`src/rtl/mac_pkg.sv`:
```
// Shared types and defaults for the MAC vector sequencer slice.
package mac_pkg;

  localparam int DATA_WIDTH_DEF = 8;
  localparam int VEC_LENGTH_DEF = 16;
  localparam int ACC_WIDTH_DEF  = DATA_WIDTH_DEF + 16;
  localparam int CNT_WIDTH_DEF  = 8;

  typedef enum logic {
    SEQ_IDLE = 1'b0,
    SEQ_RUN  = 1'b1
  } seq_state_t;

  typedef struct packed {
    logic                     valid;
    logic                     first;
    logic                     last;
    logic [CNT_WIDTH_DEF-1:0] cnt;
  } seq_tag_t;

  // Chunk count for the next beat: restart at 1 on a first beat, saturate at all-ones.
  function automatic logic [CNT_WIDTH_DEF-1:0] cnt_step(input logic first,
                                                       input logic [CNT_WIDTH_DEF-1:0] prev);
    if (first)
      return CNT_WIDTH_DEF'(1);
    else if (&prev)
      return prev;
    else
      return prev + CNT_WIDTH_DEF'(1);
  endfunction

endpackage

```
`src/rtl/mac_seq_out_buf.sv`:
```
// One-entry valid/ready result buffer; a pop and a push may share a cycle.
module mac_seq_out_buf
  import mac_pkg::*;
#(
  parameter int RESULT_WIDTH = 2 * DATA_WIDTH_DEF,
  parameter int CNT_WIDTH    = CNT_WIDTH_DEF
) (
  input  logic                    clk,
  input  logic                    reset,
  input  logic                    push,
  input  logic [RESULT_WIDTH-1:0] push_result,
  input  logic [CNT_WIDTH-1:0]    push_chunks,
  input  logic                    out_ready,
  output logic                    out_valid,
  output logic [RESULT_WIDTH-1:0] out_result,
  output logic [CNT_WIDTH-1:0]    out_chunks
);

  logic                    valid_reg;
  logic [RESULT_WIDTH-1:0] result_reg;
  logic [CNT_WIDTH-1:0]    chunks_reg;

  always_ff @(posedge clk) begin
    if (reset) begin
      valid_reg  <= 1'b0;
      result_reg <= '0;
      chunks_reg <= '0;
    end else if (push) begin
      valid_reg  <= 1'b1;
      result_reg <= push_result;
      chunks_reg <= push_chunks;
    end else if (out_ready) begin
      valid_reg  <= 1'b0;
    end
  end

  assign out_valid  = valid_reg;
  assign out_result = result_reg;
  assign out_chunks = chunks_reg;

endmodule

```
`src/rtl/mac_vec_sequencer.sv`:
```
// Feeds framed activation/weight beats into the 2-stage parallel MAC and
// collects each finished dot product into a 1-entry output buffer.
module mac_vec_sequencer
  import mac_pkg::*;
#(
  parameter int DATA_WIDTH   = DATA_WIDTH_DEF,
  parameter int VEC_LENGTH   = VEC_LENGTH_DEF,
  parameter int ACC_WIDTH    = DATA_WIDTH + 16,
  parameter int RESULT_WIDTH = 2 * DATA_WIDTH,
  parameter int CNT_WIDTH    = CNT_WIDTH_DEF
) (
  input  logic                             clk,
  input  logic                             reset,
  input  logic                             in_valid,
  output logic                             in_ready,
  input  logic                             in_first,
  input  logic                             in_last,
  input  logic [DATA_WIDTH*VEC_LENGTH-1:0] in_act,
  input  logic [DATA_WIDTH*VEC_LENGTH-1:0] in_w,
  input  logic [ACC_WIDTH-1:0]             in_bias,
  output logic                             mac_en,
  output logic                             mac_load_accum,
  output logic [DATA_WIDTH*VEC_LENGTH-1:0] mac_act,
  output logic [DATA_WIDTH*VEC_LENGTH-1:0] mac_w,
  output logic [ACC_WIDTH-1:0]             mac_accum_prev,
  input  logic [RESULT_WIDTH-1:0]          mac_result,
  output logic                             out_valid,
  input  logic                             out_ready,
  output logic [RESULT_WIDTH-1:0]          out_result,
  output logic [CNT_WIDTH-1:0]             out_chunks,
  output logic                             err
);

  localparam int VEC_BITS = DATA_WIDTH * VEC_LENGTH;

  seq_state_t            state_reg, state_next;
  seq_tag_t              tag0_reg, tag0_next, tag1_reg, tag2_reg;
  logic [VEC_BITS-1:0]   act_reg, act_next, w_reg, w_next;
  logic [ACC_WIDTH-1:0]  bias0_reg, bias0_next, bias1_reg;
  logic                  err_reg, err_next;
  logic                  stall, accept, keep_beat, push;

  assign stall    = out_valid && !out_ready;
  assign accept   = in_valid && !stall;
  assign in_ready = !stall;
  assign mac_en   = !stall;

  always_comb begin
    state_next = state_reg;
    err_next   = err_reg;
    bias0_next = bias0_reg;
    keep_beat  = 1'b0;
    tag0_next  = '{valid: 1'b0, first: 1'b0, last: 1'b0, cnt: tag0_reg.cnt};
    if (accept) begin
      unique case (state_reg)
        SEQ_IDLE: begin
          if (in_first) begin
            keep_beat  = 1'b1;
            state_next = in_last ? SEQ_IDLE : SEQ_RUN;
          end else begin
            err_next = 1'b1;
          end
        end
        SEQ_RUN: begin
          keep_beat = 1'b1;
          if (in_first) err_next = 1'b1;
          if (in_last) state_next = SEQ_IDLE;
        end
        default: state_next = SEQ_IDLE;
      endcase
    end
    if (keep_beat) begin
      tag0_next.valid = 1'b1;
      tag0_next.first = in_first;
      tag0_next.last  = in_last;
      tag0_next.cnt   = cnt_step(in_first, tag0_reg.cnt);
      if (in_first) bias0_next = in_bias;
    end
  end

  // Anything not kept becomes an all-zero bubble so the accumulator adds nothing.
  for (genvar gi = 0; gi < VEC_LENGTH; gi++) begin : g_lane
    assign act_next[gi*DATA_WIDTH +: DATA_WIDTH] = keep_beat ? in_act[gi*DATA_WIDTH +: DATA_WIDTH] : '0;
    assign w_next[gi*DATA_WIDTH +: DATA_WIDTH]   = keep_beat ? in_w[gi*DATA_WIDTH +: DATA_WIDTH]   : '0;
  end

  always_ff @(posedge clk) begin
    if (reset) begin
      state_reg <= SEQ_IDLE;
      err_reg   <= 1'b0;
      tag0_reg  <= '0;
      tag1_reg  <= '0;
      tag2_reg  <= '0;
      act_reg   <= '0;
      w_reg     <= '0;
      bias0_reg <= '0;
      bias1_reg <= '0;
    end else if (!stall) begin
      state_reg <= state_next;
      err_reg   <= err_next;
      tag0_reg  <= tag0_next;
      act_reg   <= act_next;
      w_reg     <= w_next;
      bias0_reg <= bias0_next;
      tag1_reg  <= tag0_reg;
      bias1_reg <= bias0_reg;
      tag2_reg  <= tag1_reg;
    end
  end

  assign mac_act        = act_reg;
  assign mac_w          = w_reg;
  assign mac_load_accum = tag1_reg.valid && tag1_reg.first;
  assign mac_accum_prev = bias1_reg;
  assign err            = err_reg;
  assign push           = tag2_reg.valid && tag2_reg.last && !stall;

  mac_seq_out_buf #(
    .RESULT_WIDTH(RESULT_WIDTH),
    .CNT_WIDTH   (CNT_WIDTH)
  ) u_out_buf (
    .clk        (clk),
    .reset      (reset),
    .push       (push),
    .push_result(mac_result),
    .push_chunks(CNT_WIDTH'(tag2_reg.cnt)),
    .out_ready  (out_ready),
    .out_valid  (out_valid),
    .out_result (out_result),
    .out_chunks (out_chunks)
  );

endmodule

```
`config.mk`:
```
export PLATFORM = sky130hd
export DESIGN_NAME = mac_vec_sequencer
export DESIGN_NICKNAME = d
export VERILOG_FILES = /design/src/rtl/mac_pkg.sv /design/src/rtl/mac_seq_out_buf.sv /design/src/rtl/mac_vec_sequencer.sv
export SDC_FILE = /design/constraint.sdc
export NUM_CORES = 1
export LEC_CHECK = 0
export ABC_CLOCK_PERIOD_IN_PS = 2000
export CAP_MARGIN = 30
export CORE_AREA = 2 2 239 241
export CTS_BUF_LIST = sky130_fd_sc_hd__clkbuf_8 sky130_fd_sc_hd__clkbuf_16
export DETAILED_ROUTE_END_ITERATION = 10
export DIE_AREA = 0 0 241 243
export PLACE_DENSITY_LB_ADDON = 0.2
export SYNTH_ARGS = -nofsm -noshare
export SYNTH_HDL_FRONTEND = slang
export SYNTH_SLANG_ARGS = --single-unit
export TNS_END_PERCENT = 50
```
`constraint.sdc`:
```
create_clock -name clk -period 2 [get_ports clk]
set_clock_uncertainty 0.05 [all_clocks]
set_input_delay 0.2 -clock clk [delete_from_list [all_inputs] [get_ports clk]]
set_output_delay 0.2 -clock clk [all_outputs]
set_load 0.02 [all_outputs]
```
Yosys cells after proc, flatten, opt, wreduce, memory -nomap -nowiden
Index checks and enable logic that the tools add are counted.
W data, S select, Z words.
{"block": "word_totals", "ff_bits": 363, "in_bits": 302, "output_inout_bits": 309, "wordCells": 85}
{"block": "op_classes", "addsub": 1, "eq_ne": 3, "n_mux": 46, "bitwise": 2, "n_reduce_logical": 13}
{"operator": "$mux W8", "n": 34}
{"operator": "$mux W11", "n": 1}
{"operator": "$add A8 B1 Y8 const B", "n": 1}
{"operator": "$mux W1", "n": 8}
{"operator": "$reduce_and A8 Y1", "n": 1}
{"operator": "$ne A2 B2 Y1 const B", "n": 3}
{"operator": "$pmux W1 S2", "n": 3}
{"operator": "$reduce_and A3 Y1", "n": 2}
{"operator": "$logic_and A1 B1 Y1", "n": 5}
{"operator": "$reduce_and A4 Y1", "n": 1}
{"operator": "$logic_not A1 Y1", "n": 2}
{"operator": "$not A1 Y1", "n": 2}
{"operator": "$reduce_and A2 Y1", "n": 1}
{"operator": "$reduce_bool A2 Y1", "n": 1}

Logic depth before layout (Yosys ltp)
{"block": "depth", "ltp_word": 6, "ltp_mapped": 8, "mapped_depth_nobuf": 6}

Hierarchy
A second synthesis with hierarchy kept.
{"block": "unflattened", "cells_unflattened": 1318, "hier_area_um2": 12333.1}
{"mod": "mac_vec_sequencer", "instances": 1, "cells_per_inst": 1236, "area_per_inst_um2": 11422.2, "seq_area_each_um2": 6766.5}
{"mod": "mac_seq_out_buf", "instances": 1, "cells_per_inst": 82, "area_per_inst_um2": 910.9, "seq_area_each_um2": 500.5}

Worst setup path before layout
OpenSTA, ideal clock, no wires.
{"block": "synth_timing", "path_kind": "register to register", "start": "register state_reg", "end": "register tag0_reg[5] (netlist name)", "setup_ps": 88, "t_arrival_ps": 1562, "slack_ps": 300, "stages_incl_launch_ff": 7, "path_buffers": 0, "period_less_slack_ps": 1700, "path_cell_list": "dfxtp_1 > inv_1 > ha_1 > and2b_1 > nand2_2 > or4_4 > o32ai_2"}
{"block": "synth_via", "elab_chain_cells": 4}
{"element": "from (decl)", "line_no": "mac_vec_sequencer.sv:36", "text": "seq_state_t state_reg, state_next;"}
{"element": "from (signal assigned)", "line_no": "mac_vec_sequencer.sv:99", "text": "state_reg <= state_next;"}
{"element": "$not A1 Y1"}
{"element": "$pmux W1 S2 *", "line_no": "mac_vec_sequencer.sv:55", "text": "unique case (state_reg)"}
{"element": "$mux W1 *", "line_no": "mac_vec_sequencer.sv:54", "text": "if (accept) begin"}
{"element": "$reduce_and A3 Y1 (no source line) *"}
{"element": "to (signal assigned)", "line_no": "mac_vec_sequencer.sv:101", "text": "tag0_reg <= tag0_next;"}
{"element": "to (decl)", "line_no": "mac_vec_sequencer.sv:37", "text": "seq_tag_t tag0_reg, tag0_next, tag1_reg, tag2_reg;"}
Mark *: on every way between the ends. The rest lies on a longest branch, timed or not.
A chain may end at the register's enable or synchronous reset.

Worst setup path after layout
{"block": "layout_timing", "start": "register tag1_reg[10] (netlist name)", "end": "output mac_load_accum"}
{"block": "layout_via", "elab_chain_cells": 1}
{"element": "from (decl)", "line_no": "mac_vec_sequencer.sv:37"}
{"element": "from (signal assigned)", "line_no": "mac_vec_sequencer.sv:105", "text": "tag1_reg <= tag0_reg;"}
{"element": "$logic_and A1 B1 Y1", "line_no": "mac_vec_sequencer.sv:113", "text": "assign mac_load_accum = tag1_reg.valid && tag1_reg.first;"}
{"element": "to (decl)", "line_no": "mac_vec_sequencer.sv:22", "text": "output logic mac_load_accum,"}
Every way passes these cells.

==> run_results.csv <==
group,metric,value,unit
grt,grt_pass1_vias,11869,
pwr,powerDensity,830.2,nW/um2
clock_tree,cts_max_level,2,
sta,slew_viol_final,0,
sta,slew_headroom,45.19,%
floorplan,dieArea,58560,um2
critical_path,start_kind,"flop",
sta,fmax,523.5,MHz
critical_path,cp_top_family,"buffers and inverters",
placed_design,dp_hpwl,34360,um
sta,tightest_slew,0.8221,ns
critical_path,required,1.75,ns
hold_path,hp-class,"input pin to flop",
finish,ff_latch_area,7267,um2
clock_tree,clock_latency,0.56,ns
finish,drive_above_1_share,6.968,%
critical_path,crit_slowest_cell,"clkdlybuf4s50_1",
clock_tree,path_clk_slew,0.05,ns
floorplan,ioPinCount,611,
sta,rsz0062_at_grt,"true",
sta,final.min_clock_period,1.910,ns
logic_synthesis,synth_nets,1641,
clock_tree,cts-root-buf,"clkbuf_16",
clock_tree,clock_path_buffers,3,
logic_synthesis,synth_area,12250,um2
placed_design,post_dp_cell_area,19440,um2
grt,grt_pass1_wl,70770,um
run_status,status,"finished, final reports clean",
logic_synthesis,ys.warnings.count,0,
grt,antenna_found_initial,3,
critical_path,crit_fanout,3,
sta,setup_viol,0,
placed_design,io_buffers,610,
floorplan,core,55950,um2
routing,vias_per_cell,4.373,
sta,setup_tns,0,ns
clock_tree,cts_buffers,45,
logic_synthesis,yosysSeqAreaShare,59.31,%
critical_path,end_kind,"primary output",
sta,min_period_over_period,95.51,%
clock_tree,cts.sink_count,363,
finish,finalNetCount,2237,
critical_path,max_stage_delay,0.61,ns
logic_synthesis,syn_avg_cell_area,9.164,um2
finish,num-fill-cells,5693,
routing,wl_per_cell,17.56,um
sta,hold_ws,0.1408,ns
placed_design,post-place-ws,-0.1633,ns
pwr,p_leak,7.535,nW
routing,dr.first_iter.drc_count,525,
routing,routed-via-count,11912,
pwr,ir_drop,671.5,uV
finish,areaGrowthSynthToFinish,70.79,%
logic_synthesis,syn_inst,1337,
run,drv_cap,0,
critical_path,crit_buf_inv,1,
floorplan,start_util,21.90,%
floorplan,die_y,243,um
logic_synthesis,synth_area_leaders,"dfxtp_1, a22oi_1, nor2_1",
routing,first_pass_iters,5,
critical_path,critPathKind,"flop to primary output",
logic_synthesis,synth-seq-cells,363,
critical_path,worstPathCellList,"and2_1 -> clkdlybuf4s50_1",
floorplan,rows,87,
logic_synthesis,synth_area_leader_cell,"dfxtp_1",
floorplan,die_x,241,um
sta,worst_slack,0.08984,ns
grt,grt_overflow,0,
critical_path,cp_data_arrival_time,1.66,ns
hold_path,hp-start,"in_bias[1]",
critical_path,startpoint,"tag1_reg[10]",
routing,drcViolationCount,0,
clock_tree,cts_tree,"done",
finish,final_core_util,37.40,%
sta,hold_viol_final,0,
routing,wirelength,47820,um
logic_synthesis,synth.distinct_cells,37,
finish,final_area,20930,um2
routing,antenna_left,0,
finish,multiInputGateArea,4473,um2
logic_synthesis,synth_top_area_share,59.31,%
critical_path,r2r_start,"tag0_reg[0]",
grt,gr-usage-all-layers,15.56,%
placed_design,routabilityCongestion,0.8045,
critical_path,ff2ff_setup_slack,0.10,ns
grt,grt_start_max_net_pins,133,
[logic make-up after synthesis]
| logic type | share of synthesized area [%] |
|---|---|
| simple gates | 15.15 |
| compound gates | 21.05 |
| flops | 59.31 |
| buf+inv | 4.289 |
| fa+ha+maj | 0.2042 |
[through the flow]
stage               std cells  power [mW]
finish                   2724       17.37
global route             2724       18.08
CTS                      2722       17.72
detailed placement       2641       9.617
global placement         2641       9.600
floorplan                1337       8.377
[worst paths after layout]
| kind | to | cells after the start |
|---|---|---|
| hold / removal | bias0_reg[1] | 3 |
| hold reg to reg | mac_accum_prev[21] | 2 |
| setup / recovery | mac_load_accum | 2 |
| setup reg to reg | tag0_reg[3] | 5 |
[timing repair]
| action | in CTS | in global routing |
|---|---|---|
| endpoints found under the setup margin | 2 | 2 |
| endpoints found under the hold margin | 27 | 0 |
| cloned | 0 | 0 |
| resized for setup | 2 | 1 |
| buffers inserted | 0 | 0 |
| hold buffers | 1 | 0 |
[metal layers]
metal	wire length, um	GRT usage (%)
met5	13	0
met4	1754	6.409
met3	3472	4.765
met2	23910	27.03
met1	18670	17.54
[synth_stat cells]
master and instances:
dfxtp_1 363, nor2_1 262, a22oi_1 257, nand2_1 192
a21oi_1 98, clkbuf_1 58, buf_2 51, buf_1 6
nand3_1 5, a211oi_1 4, inv_1 4, nand2b_1 3
o21ai_0 3, a311oi_1 2, a31oi_1 2, and3_1 2
ha_1 2, inv_2 2, nor3_2 2, o32ai_2 2
a41oi_1 1, and2_1 1, and2b_1 1, buf_4 1
nand2_2 1, nand4_1 1, nor2_4 1, nor2b_1 1
nor3_1 1, o2111ai_1 1, o2bb2ai_1 1, o31a_1 1
o31ai_1 1, o32ai_1 1, or3_1 1, or3b_2 1
or4_4 1
[report_power, final]
group	total [mW]	switching (mW)	internal [mW]
sequential	7.55	0.111	7.44
combinational	1.89	0.834	1.06
clock	7.93	3.20	4.72
total	17.4	4.15	13.2
[cell type report]
| cell class | instances | area share, % |
|---|---|---|
| Sequential cell | 363 | 34.73 |
| Timing Repair Buffer | 665 | 32.25 |
| Multi-Input combinational cell | 852 | 21.38 |
| Clock buffer | 61 | 6.488 |
| Tap cell | 756 | 4.520 |
| Clock inverter | 19 | 0.5023 |
| Inverter | 6 | 0.1076 |
| Antenna cell | 2 | 0.02392 |
[cell usage in the layout, fill, tap and decap left out, types with 2 or more instances in the layout]
cell type	n
clkdlybuf4s50_1	607
a21oi_1	98
inv_6	2
buf_4	36
nand2_1	192
clkbuf_16	46
a22oi_1	257
o21ai_0	3
a31oi_1	2
diode_2	2
nand2b_1	3
o32ai_2	2
dfxtp_1	363
dlygate4sd2_1	2
a211oi_1	4
inv_2	2
and3_1	2
inv_1	13
ha_1	2
nor2_1	262
nand3_1	5
clkbuf_8	15
clkinv_2	6
a311oi_1	2
buf_12	18
[worst reg2reg max path, cell delays in order, from the launching register on]
cell	delay, ns
dfxtp_1	0.37
ha_1	0.27
nand4_1	0.28
nor2_1	0.13
or4_4	0.47
o32ai_2	0.25
No activity file was read; power rests on OpenSTA's default activity.
